### src/rtl/demux32_12_buf.sv
// 1-to-2 demultiplexer for 32-bit words with an independent FIFO per output channel,
// so a stalled consumer on one channel never blocks traffic routed to the other.
module demux32_12_buf #(
    parameter int DEPTH = 4,
    parameter int AW    = 2
) (
    input  logic        clk,
    input  logic        rst_n,
    input  logic [31:0] in_data,
    input  logic        in_sel,
    input  logic        in_valid,
    output logic        in_ready,
    output logic [31:0] o0_data,
    output logic        o0_valid,
    input  logic        o0_ready,
    output logic [31:0] o1_data,
    output logic        o1_valid,
    input  logic        o1_ready,
    output logic [7:0]  cnt0,
    output logic [7:0]  cnt1
);

    localparam logic [AW:0] FULL_CNT = (AW+1)'(DEPTH);

    logic [31:0]   mem_r    [2][DEPTH];
    logic [AW-1:0] wr_ptr_r [2];
    logic [AW-1:0] rd_ptr_r [2];
    logic [AW:0]   count_r  [2];
    logic [7:0]    cnt_r    [2];

    logic [1:0] full_s;
    logic [1:0] valid_s;
    logic [1:0] push_s;
    logic [1:0] pop_s;
    logic       in_ready_s;

    // Per-channel status, input handshake and push/pop strobes
    always_comb begin
        full_s  = 2'b00;
        valid_s = 2'b00;
        for (int k = 0; k < 2; k++) begin
            full_s[k]  = (count_r[k] == FULL_CNT);
            valid_s[k] = (count_r[k] != {(AW+1){1'b0}});
        end
        // A full channel still accepts when its head leaves on the same edge
        if (in_sel) begin
            in_ready_s = !full_s[1] || o1_ready;
        end else begin
            in_ready_s = !full_s[0] || o0_ready;
        end
        if (in_valid && in_ready_s) begin
            push_s = in_sel ? 2'b10 : 2'b01;
        end else begin
            push_s = 2'b00;
        end
        pop_s = valid_s & {o1_ready, o0_ready};
    end

    // Storage array; contents are don't-care until written, so no reset
    always_ff @(posedge clk) begin
        for (int k = 0; k < 2; k++) begin
            if (push_s[k]) begin
                mem_r[k][wr_ptr_r[k]] <= in_data;
            end
        end
    end

    // Pointers, occupancy and acceptance counters per channel
    always_ff @(posedge clk or negedge rst_n) begin
        if (!rst_n) begin
            for (int k = 0; k < 2; k++) begin
                wr_ptr_r[k] <= {AW{1'b0}};
                rd_ptr_r[k] <= {AW{1'b0}};
                count_r[k]  <= {(AW+1){1'b0}};
                cnt_r[k]    <= 8'd0;
            end
        end else begin
            for (int k = 0; k < 2; k++) begin
                if (push_s[k]) begin
                    wr_ptr_r[k] <= wr_ptr_r[k] + AW'(1);
                    cnt_r[k]    <= cnt_r[k] + 8'd1;
                end
                if (pop_s[k]) begin
                    rd_ptr_r[k] <= rd_ptr_r[k] + AW'(1);
                end
                case ({push_s[k], pop_s[k]})
                    2'b10:   count_r[k] <= count_r[k] + (AW+1)'(1);
                    2'b01:   count_r[k] <= count_r[k] - (AW+1)'(1);
                    default: count_r[k] <= count_r[k];
                endcase
            end
        end
    end

    assign in_ready = in_ready_s;
    assign o0_valid = valid_s[0];
    assign o1_valid = valid_s[1];
    // Head word is masked to zero while the channel is empty
    assign o0_data  = valid_s[0] ? mem_r[0][rd_ptr_r[0]] : 32'h0000_0000;
    assign o1_data  = valid_s[1] ? mem_r[1][rd_ptr_r[1]] : 32'h0000_0000;
    assign cnt0     = cnt_r[0];
    assign cnt1     = cnt_r[1];

endmodule
### config.mk
export PLATFORM = sky130hd
export DESIGN_NAME = demux32_12_buf
export DESIGN_NICKNAME = d
export VERILOG_FILES = /design/src/rtl/demux32_12_buf.sv
export SDC_FILE = /design/constraint.sdc
export NUM_CORES = 1
export LEC_CHECK = 0
export ABC_AREA = 1
export BUFFER_PORTS_ARGS = -buffer_cell sky130_fd_sc_hd__buf_2
export CAP_MARGIN = 0
export CORE_UTILIZATION = 45
export CTS_BUF_LIST = sky130_fd_sc_hd__clkbuf_16
export CTS_CLUSTER_SIZE = 25
export DETAILED_ROUTE_END_ITERATION = 16
export GPL_TIMING_DRIVEN = 0
export SYNTH_ARGS = -nofsm -noshare
export SYNTH_HDL_FRONTEND = slang
export SYNTH_SLANG_ARGS = --single-unit
### constraint.sdc
create_clock -name clk -period 7.8 [get_ports clk]
set_clock_uncertainty 0.15 [all_clocks]
set_input_delay 0.78 -clock clk [delete_from_list [all_inputs] [get_ports clk]]
set_output_delay 0.78 -clock clk [all_outputs]
set_load 0.01 [all_outputs]
-- After elaboration in Yosys (flattened, before gate mapping)
Memories as Yosys holds them, arrays and structs flattened.
Index checks and enable logic that the tools add are counted.
- add/sub/neg operators: 10
- magnitude comparators: 6
- equality and inequality tests: 6
- mux-type cells: 24
- bitwise operators: 5
- reductions and logical operators: 12
- operators with widths (kind ; count):
    two-way mux 128 bit ; 4
    two-way mux 32 bit ; 8
    binary-select mux 32 bit (select 2 bit) ; 2
    demux 32 bit (select 2 bit) ; 2
    OR reduction 128 bit ; 1
    adder 8 x 1 -> 8 bit, second input constant ; 2
    >= comparator 3 bit, second input constant ; 4
    inverter 2 -> 3 bit ; 4
    one-hot mux 3 bit (2 select lines) ; 2
    adder 2 x 1 -> 2 bit, second input constant ; 4
    adder 3 x 1 -> 3 bit, second input constant ; 2
    equality test 3 bit, second input constant ; 2
    less-than comparator 3 x 1 -> 1 bit, second input constant ; 2
    nonzero test 3 bit ; 2
    subtractor 3 x 1 -> 3 bit, second input constant ; 2
    equality test 2 x 1 -> 1 bit, second input constant ; 2
    equality test 2 bit, second input constant ; 2
    two-way mux 1 bit ; 4
    two-way mux 2 bit ; 2
    nonzero test 2 bit ; 2
    logical AND 1 bit ; 3
    bitwise AND 2 bit ; 1
    zero test 1 bit ; 2
    logical OR 1 bit ; 2
- register bits after elaboration: 30
- memory bits (writable): 256
- input bits: 38
- output and inout bits: 83
- word-level logic and storage cells: 72
- memories kept: 1
- memories (name ; depth ; bits a word ; rd ports ; clocked after memory_dff ; write ports ; RTL line ; RTL):
    mem_r ; 2 ; 128 ; 2 ; 0 ; 1 ; 25 ; logic [31:0] mem_r [2][DEPTH];

-- Depth between registers and ports, before layout
Gate-level depths: netlist (run 1).
- word-level depth: 10
- depth in mapped cells: 11
- depth with buffers taken out: 10

-- Worst setup path after synthesis (run 1)
OpenSTA, ideal clock, no wires.
- path type: input -> register
- from: in o0_ready
- to: mem mem_r[0][0] (netlist bit) (enable)
- library setup time: 421 ps
- arrival: 2620 ps
- data required time: 7229 ps
- slack: 4609 ps
- stages on the path: 5
- buffers on the path: 1
- cell sequence: inv_1 > nand3_1 > nand4_2 > buf_4 > nor2_1
- longest elaborated chain between the ends: 8
- elaborated cells on any way between the ends: 11
- those cells by class: mux (8); reduce/logical (3)
- RTL lines (element ; RTL line ; RTL):
    start: declaration ; 15 ; input logic o0_ready,
    logical OR 1 bit * ; 49 ; in_ready_s = !full_s[0] || o0_ready;
    two-way mux 1 bit * ; 46 ; if (in_sel) begin
    logical AND 1 bit * ; 51 ; if (in_valid && in_ready_s) begin
    two-way mux 2 bit * ; 51 ;
    two-way mux 1 bit ; 62 ; if (push_s[k]) begin
    two-way mux 128 bit (implied by the code) ; 63 ; mem_r[k][wr_ptr_r[k]] <= in_data;
    OR reduction 128 bit (no line) ; n/a ;
    two-way mux 1 bit (no line) / two-way mux 128 bit (equally long branches) ; n/a ;
    end: declaration ; 25 ;
Every way passes the cells marked *; elsewhere a longest branch is shown, timed or not.

-- Final worst setup path (run 1)
- from: reg rd_ptr_r[0] (netlist bit)
- to: out o1_data[2]
- longest elaborated chain between the ends: 5
- RTL lines (element ; RTL line ; RTL):
    start: declaration ; 27 ; logic [AW-1:0] rd_ptr_r [2];
    start signal: indexed assignment ; 73 ; rd_ptr_r[k] <= {AW{1'b0}};
    start signal: indexed assignment ; 84 ; rd_ptr_r[k] <= rd_ptr_r[k] + AW'(1);
    inverter 2 -> 3 bit (implied by the code) ; 100 ; assign o1_data = valid_s[1] ? mem_r[1][rd_ptr_r[1]] : 32'h0000_0000;
    binary-select mux 32 bit (select 2 bit) ; 100 ;
    two-way mux 32 bit (implied by the code) (2 in a row) ; 100 ;
    two-way mux 32 bit ; 100 ;
    end: declaration ; 16 ; output logic [31:0] o1_data,
Every way passes these cells. The select of a mux whose other input is x is not followed.

==> results of run 1 <==
==> worst reg2reg max path, cell delays in order (launching register included) <==
cell	delay (ps)
sky130_fd_sc_hd__dfrtp_1	400
sky130_fd_sc_hd__nor2_1	200
sky130_fd_sc_hd__nand3_1	120
sky130_fd_sc_hd__nand4_2	180
sky130_fd_sc_hd__buf_4	250
sky130_fd_sc_hd__ha_1	180
sky130_fd_sc_hd__inv_1	70
sky130_fd_sc_hd__fa_1	370
sky130_fd_sc_hd__a21oi_1	140
sky130_fd_sc_hd__o21ai_0	120
sky130_fd_sc_hd__xor2_1	160
==> metal layers <==
metal	up-vias	global-route usage, %
met5	-	0
met4	4	7.14
met3	65	3.18
met2	246	36.1
met1	3737	29.6
li1	3689	-
==> logic make-up after synthesis <==
group	after synthesis	synth area share, %
flip-flops	286	72.4
adder cells (fa/ha/maj)	14	1.63
AND/OR/NAND/NOR	362	12.1
AO/OA/AOI/OAI	205	8.80
XOR/XNOR	17	1.28
buffers and inverters	92	3.77
==> registers in the layout, indices dropped and copies added, names as in the netlist <==
| name | flops |
|---|---|
| cnt0 | 8 |
| cnt1 | 8 |
| count_r | 6 |
| mem_r | 256 |
| rd_ptr_r | 4 |
| wr_ptr_r | 4 |
==> stage by stage <==
step	cells	util (%)	setup WS, ps	hold WS [ps]
floorplan	976	-	4610	318
global placement	1426	50.0	3050	342
detailed placement	1434	51.1	4900	337
CTS	1490	54.6	4520	168
global route	1490	54.6	4410	202
finish	1490	54.6	4570	155
==> final cells by class <==
class	instances	share of cell area [%]
sequential	286	61.0
buffer	49	2.01
clock inverter	25	0.805
clock buffer	31	5.61
multi-input combinational	598	20.5
tap	330	2.99
inverter	43	1.17
timing repair buffer	128	5.88
==> layout by cell type (no fill, tap or decap), types with 5 or more instances in the layout <==
| cell | count |
|---|---|
| sky130_fd_sc_hd__buf_16 | 7 |
| sky130_fd_sc_hd__clkbuf_1 | 18 |
| sky130_fd_sc_hd__edfxtp_1 | 256 |
| sky130_fd_sc_hd__buf_6 | 7 |
| sky130_fd_sc_hd__o21ai_0 | 89 |
| sky130_fd_sc_hd__a21oi_1 | 66 |
| sky130_fd_sc_hd__nor2_4 | 9 |
| sky130_fd_sc_hd__dfrtp_1 | 30 |
| sky130_fd_sc_hd__buf_4 | 5 |
| sky130_fd_sc_hd__ha_1 | 12 |
| sky130_fd_sc_hd__buf_2 | 138 |
| sky130_fd_sc_hd__clkbuf_16 | 31 |
| sky130_fd_sc_hd__xor2_1 | 11 |
| sky130_fd_sc_hd__nor2_1 | 267 |
| sky130_fd_sc_hd__nand2_1 | 63 |
| sky130_fd_sc_hd__xnor2_1 | 6 |
| sky130_fd_sc_hd__clkinv_1 | 8 |
| sky130_fd_sc_hd__o21ai_1 | 50 |
| sky130_fd_sc_hd__inv_1 | 49 |
| sky130_fd_sc_hd__nand3_1 | 18 |
==> final timing paths <==
path / startpoint / end / cells after the start
max: rd_ptr_r[0]$_DFFE_PN0P_ / o1_data[2] / 5
min: rst_n / cnt0[1]$_DFFE_PN0P_ / 1
max reg2reg: count_r[4]$_DFFE_PN0P_ / count_r[5]$_DFFE_PN0P_ / 10
min reg2reg: count_r[3]$_DFFE_PN0P_ / count_r[3]$_DFFE_PN0P_ / 1
max in group asynchronous: rst_n / rd_ptr_r[0]$_DFFE_PN0P_ / 1
min in group clk: count_r[3]$_DFFE_PN0P_ / count_r[3]$_DFFE_PN0P_ / 1
==> report_power, final <==
part           total, uW  internal (uW)  switching, uW
logic               2080            711           1360
registers           1960           1880           87.2
clock network       1280            713            565
==> metrics.cfg, run 1 <==
[critical_path]
crit_path_end_kind = output port
crit_fanout = 10
number_of_buffer_and_inverter_stages_on_the_critical_path = 3
worstPathCellList = inv_2 -> clkbuf_1 -> o21ai_1 -> a21oi_1 -> buf_2
crit_type = reg2out
critical-path-slowest-cell = sky130_fd_sc_hd__clkbuf_1
worstPathRequired_ps = 6870
regToRegSetupSlack_ps = 5320
worst_path_largest_cell_delay_ps = 520
critical-path-top-delay-family = buffers and inverters
arrival_ps = 2300
crit_path_start_kind = flop

[placed_design]
place.port_buffers = 120
post_dp_cell_area_sq_mm = 0.0129
gpl.final_weighted_congestion = 0.777
hpwl_um = 18200

[cells_and_area]
layout.nets = 1188
multi_input_area_sq_mm = 0.00284
ff_latch_area_sq_mm = 0.00844
fillerInstances = 2152
antennaDiodeCount = 0
cell_area_after_layout_sq_mm = 0.0138
area_added_between_synthesis_and_finish_pct = 18.6
layout_cell_share_with_drive_strength_beyond_1_pct = 18.3

[cts]
cts.sink_count = 286
cts_root_buf = sky130_fd_sc_hd__clkbuf_16
cts_inserted_buffers = 30
worstSkewPairLatency_ps = 540
cts-hold-fix-buffers = 0
post-cts-setup-buffer-count = 0
cts_resized = 0
tritoncts_clock_tree = done
htree_levels = 1
clk_transition_reported_paths_ps = 60
ctsLongestPathBuffers = 3

[routing]
avgViaCountPerCell = 5.20
firstDrtPassIters = 5
met2_length_um = 13500
drt.antenna.violating_nets = 0
highest-signal-layer = met5
routed_wire_length_per_instance_um = 18.9
route.met3.wl_um = 1600
detailed_router_s_first_iteration_violation_count = 574
finalWirelength_um = 28100
detail_route.drc_violations = 0
m1WireLength_um = 12300
vias = 7741

[logic_synthesis]
yosysWarningCount = 0
share_of_the_yosys_chip_area_belonging_to_registers_pct = 72.4
ys_top_cells_by_count = sky130_fd_sc_hd__nor2_1, sky130_fd_sc_hd__edfxtp_1, sky130_fd_sc_hd__o21ai_0
yosys_register_bits = 286
most_repeated_cell_in_the_gate_level_netlist_after_synthesis = sky130_fd_sc_hd__nor2_1
netlist-cell-type-count = 24
yosys.area.top_type = sky130_fd_sc_hd__edfxtp_1
yosysTopAreaCellShare_pct = 66.0
synth_enable_flop_cells = 256
synthArstFlopShare_pct = 10.5
mappedNetlistArea_sq_mm = 0.0117
netlist_instances = 976
synth.area.top_cells = sky130_fd_sc_hd__edfxtp_1, sky130_fd_sc_hd__nor2_1, sky130_fd_sc_hd__dfrtp_1, sky130_fd_sc_hd__o21ai_0, sky130_fd_sc_hd__a21oi_1
synth_flop_cell = sky130_fd_sc_hd__edfxtp_1
mappedNetlistNets = 1028
post_synth.cell_area_avg_sq_um = 11.9

[timing]
final-setup-viol-count = 0
unrepaired_setup_endpoints_after_global_routing = false
time_the_worst_path_needs_with_i_o_delays_and_setup_ps = 3230
tcrit_tclk_final_pct = 41.4
timing.max_slew.rel_slack_pct = 49.8
slew_violations = 0
setup_tns_ps = 0
timing_worst_slew_pin_value_ps = 753
hold_viol = 0
highest_clock_frequency_the_design_can_meet_ghz = 0.309

[run_status]
run_status = finished clean

[floorplan]
boundaryPins = 121
initial_utilization_pct = 46.0
die_width_um = 163
die_y_um = 163
dieArea_sq_mm = 0.0265
placement_rows = 58
placeableCoreArea_sq_mm = 0.0253

[job]
drv.max_cap_violation_count = 0

[grt]
total_overflow_reported_by_the_global_router = 0
initial_antenna_violation_count = 2
grt_util_all_layers_pct = 21.8
grt_max_degree = 31
grt_first_pass_wirelength_um = 43300
first_global_vias = 7480

[power]
fin_total_pwr_uw = 5320
power.ir.vdd_worst_mv = 0.198
power.leakage_uw = 0.00524
areal_power_density_over_the_cells_mw_per_mm2 = 385

[worst_hold_path]
hold_class = in2async

No activity file was read; power rests on OpenSTA's default activity.
==> inputs of run 2 (changes only) <==
clock period = 3.06 ns   (was 7.8 ns; I/O delays follow)
==> run 2 against run 1 <==
Compared with the run above: die area unchanged; sequential power rose to 2.6 times the previous value; critical path depth stayed put; register-to-register slack got worse by 4700 ps.
==> metrics.cfg, run 2 (synthesis gave the netlist of run 1 again) <==
[critical_path]
worstPathRequired_ps = 2600
worstPathCellList = inv_2 -> clkbuf_1 -> o21ai_0 -> a21oi_1 -> buf_2
crit_fanout = 10
worst_path_largest_cell_delay_ps = 570
critical-path-slowest-cell = sky130_fd_sc_hd__clkbuf_1
crit_path_start_kind = flop
crit_path_end_kind = output port
crit_type = reg2out
arrival_ps = 2310

[power]
clockPowerShare_pct = 24.0
internal_power_uw = 8450
power.ir.vdd_worst_mv = 0.503
power.leakage_uw = 0.00538
areal_power_density_over_the_cells_mw_per_mm2 = 960
p_sw_share_pct = 37.9
pwr-share-comb_pct = 39.2
net-switching-power_uw = 5150
portion_of_total_power_attributed_to_sequential_cells_pct = 36.8

[grt]
grt_max_degree = 31
initial_antenna_violation_count = 1
total_overflow_reported_by_the_global_router = 0
grt_util_all_layers_pct = 21.9
grt_first_pass_wirelength_um = 43600
first_global_vias = 7592

[timing]
unrepaired_setup_endpoints_after_global_routing = false
timing_worst_slew_pin_value_ps = 760
timing.max_slew.rel_slack_pct = 49.3
time_the_worst_path_needs_with_i_o_delays_and_setup_ps = 2770
tcrit_tclk_final_pct = 90.4
setup_tns_ps = 0
slew_violations = 0
hold_viol = 0
highest_clock_frequency_the_design_can_meet_ghz = 0.361
final-setup-viol-count = 0

[cells_and_area]
most_common_cell_after_layout_fill_and_taps_aside = sky130_fd_sc_hd__nor2_1
instances_no_fill = 1524
layout.nets = 1222
area_added_between_synthesis_and_finish_pct = 21.6
antennaDiodeCount = 0
layout_cell_share_with_drive_strength_beyond_1_pct = 17.8
largest_reg_flops = 256
layout_common_cells = sky130_fd_sc_hd__nor2_1, sky130_fd_sc_hd__edfxtp_1, sky130_fd_sc_hd__buf_2
fillerInstances = 2133

[routing]
drt.antenna.violating_nets = 0
detail_route.drc_violations = 0
avgViaCountPerCell = 5.17
detailed_router_s_first_iteration_violation_count = 575
firstDrtPassIters = 5
routed_wire_length_per_instance_um = 18.6
finalWirelength_um = 28400
vias = 7880

[cts]
cts_root_buf = sky130_fd_sc_hd__clkbuf_16
clk_transition_reported_paths_ps = 60
cts.sink_count = 286
tritoncts_clock_tree = done
ctsLongestPathBuffers = 3
cts_inserted_buffers = 30
htree_levels = 1
cts_resized = 0
worstSkewPairLatency_ps = 540

[floorplan]
placement_rows = 58
initial_utilization_pct = 46.0
dieArea_sq_mm = 0.0265
die_width_um = 163
placeableCoreArea_sq_mm = 0.0253
die_y_um = 163
boundaryPins = 121

[job]
drv.max_cap_violation_count = 0

[placed_design]
place.detailed.instances = 1434
hpwl_um = 18200
place.port_buffers = 120
gpl.final_weighted_congestion = 0.777

[run_status]
run_status = finished clean

[worst_hold_path]
hold_class = in2reg

[run 2: cell types whose count changed in the layout (fill, tap and decap cells not counted)]
cell	previous run	this run
sky130_fd_sc_hd__dlygate4sd3_1	0	34
[run 2: final timing paths]
check                      depth (start not counted)  slack, ps                 endpoint               startpoint
max                                                5        290               o0_data[4]  rd_ptr_r[2]$_DFFE_PN0P_
min                                                3         20      cnt1[0]$_DFFE_PN0P_                   in_sel
max reg2reg                                       10        580   count_r[5]$_DFFE_PN0P_   count_r[4]$_DFFE_PN0P_
min reg2reg                                        1        350   count_r[3]$_DFFE_PN0P_   count_r[3]$_DFFE_PN0P_
max in group asynchronous                          2       2050  rd_ptr_r[3]$_DFFE_PN0P_                    rst_n
min in group asynchronous                          2        230      cnt0[1]$_DFFE_PN0P_                    rst_n
[run 2: per-layer routing]
layer	global-route usage, %	share of wire [%]
met1	29.7	44
met2	36.5	48
met3	3.06	5.2
met4	7.14	3.0
met5	0	0.046
[run 2: layout make-up]
class,instances,area [sq um],area share (%)
flip-flops and latches,286,8440,59.6
clock buffers,31,776,5.48
repair buffers,162,1150,8.14
plain buffers,49,278,1.96
well taps,330,413,2.91
multi-input cells,598,2840,20.0
clock inverters,25,111,0.786
inverters,43,161,1.14
[run 2: power by group through the flow]
stage / logic, uW / registers [uW] / clock network [uW]
final: 5330 / 5010 / 3260
after detailed placement: 5350 / 5080 / 0
after floorplan: 3120 / 5090 / 0
after global placement: 5130 / 5100 / 0
after global routing: 5900 / 5060 / 3450
after CTS: 5400 / 5010 / 3320
[run 2: stage by stage]
stage / setup WS (ps) / hold WS (ps) / area, sq um / util, % / total power (uW)
after floorplan: 274 / -140 / 11700 / - / 8210
after global placement: -1210 / 270 / 12700 / 50.0 / 10200
after detailed placement: 598 / 274 / 12900 / 51.1 / 10400
after CTS: 256 / 2.44 / 14200 / 55.9 / 13700
after global routing: 139 / 20.2 / 14200 / 55.9 / 14400
final: 292 / 17.2 / 14200 / 55.9 / 13600
[run 2: critical path: cells and delay by family (launching register included)]
kind | cells | cell delay, ps
buffers and inverters | 3 | 920
AOI/OAI and AO/OA | 2 | 410
DFF | 1 | 420
[run 2: timing repair]
| item | CTS | global route |
|---|---|---|
| hold buffers | 34 | 0 |
| endpoints found under the hold margin | 288 | 0 |
| buffers inserted | 0 | 0 |
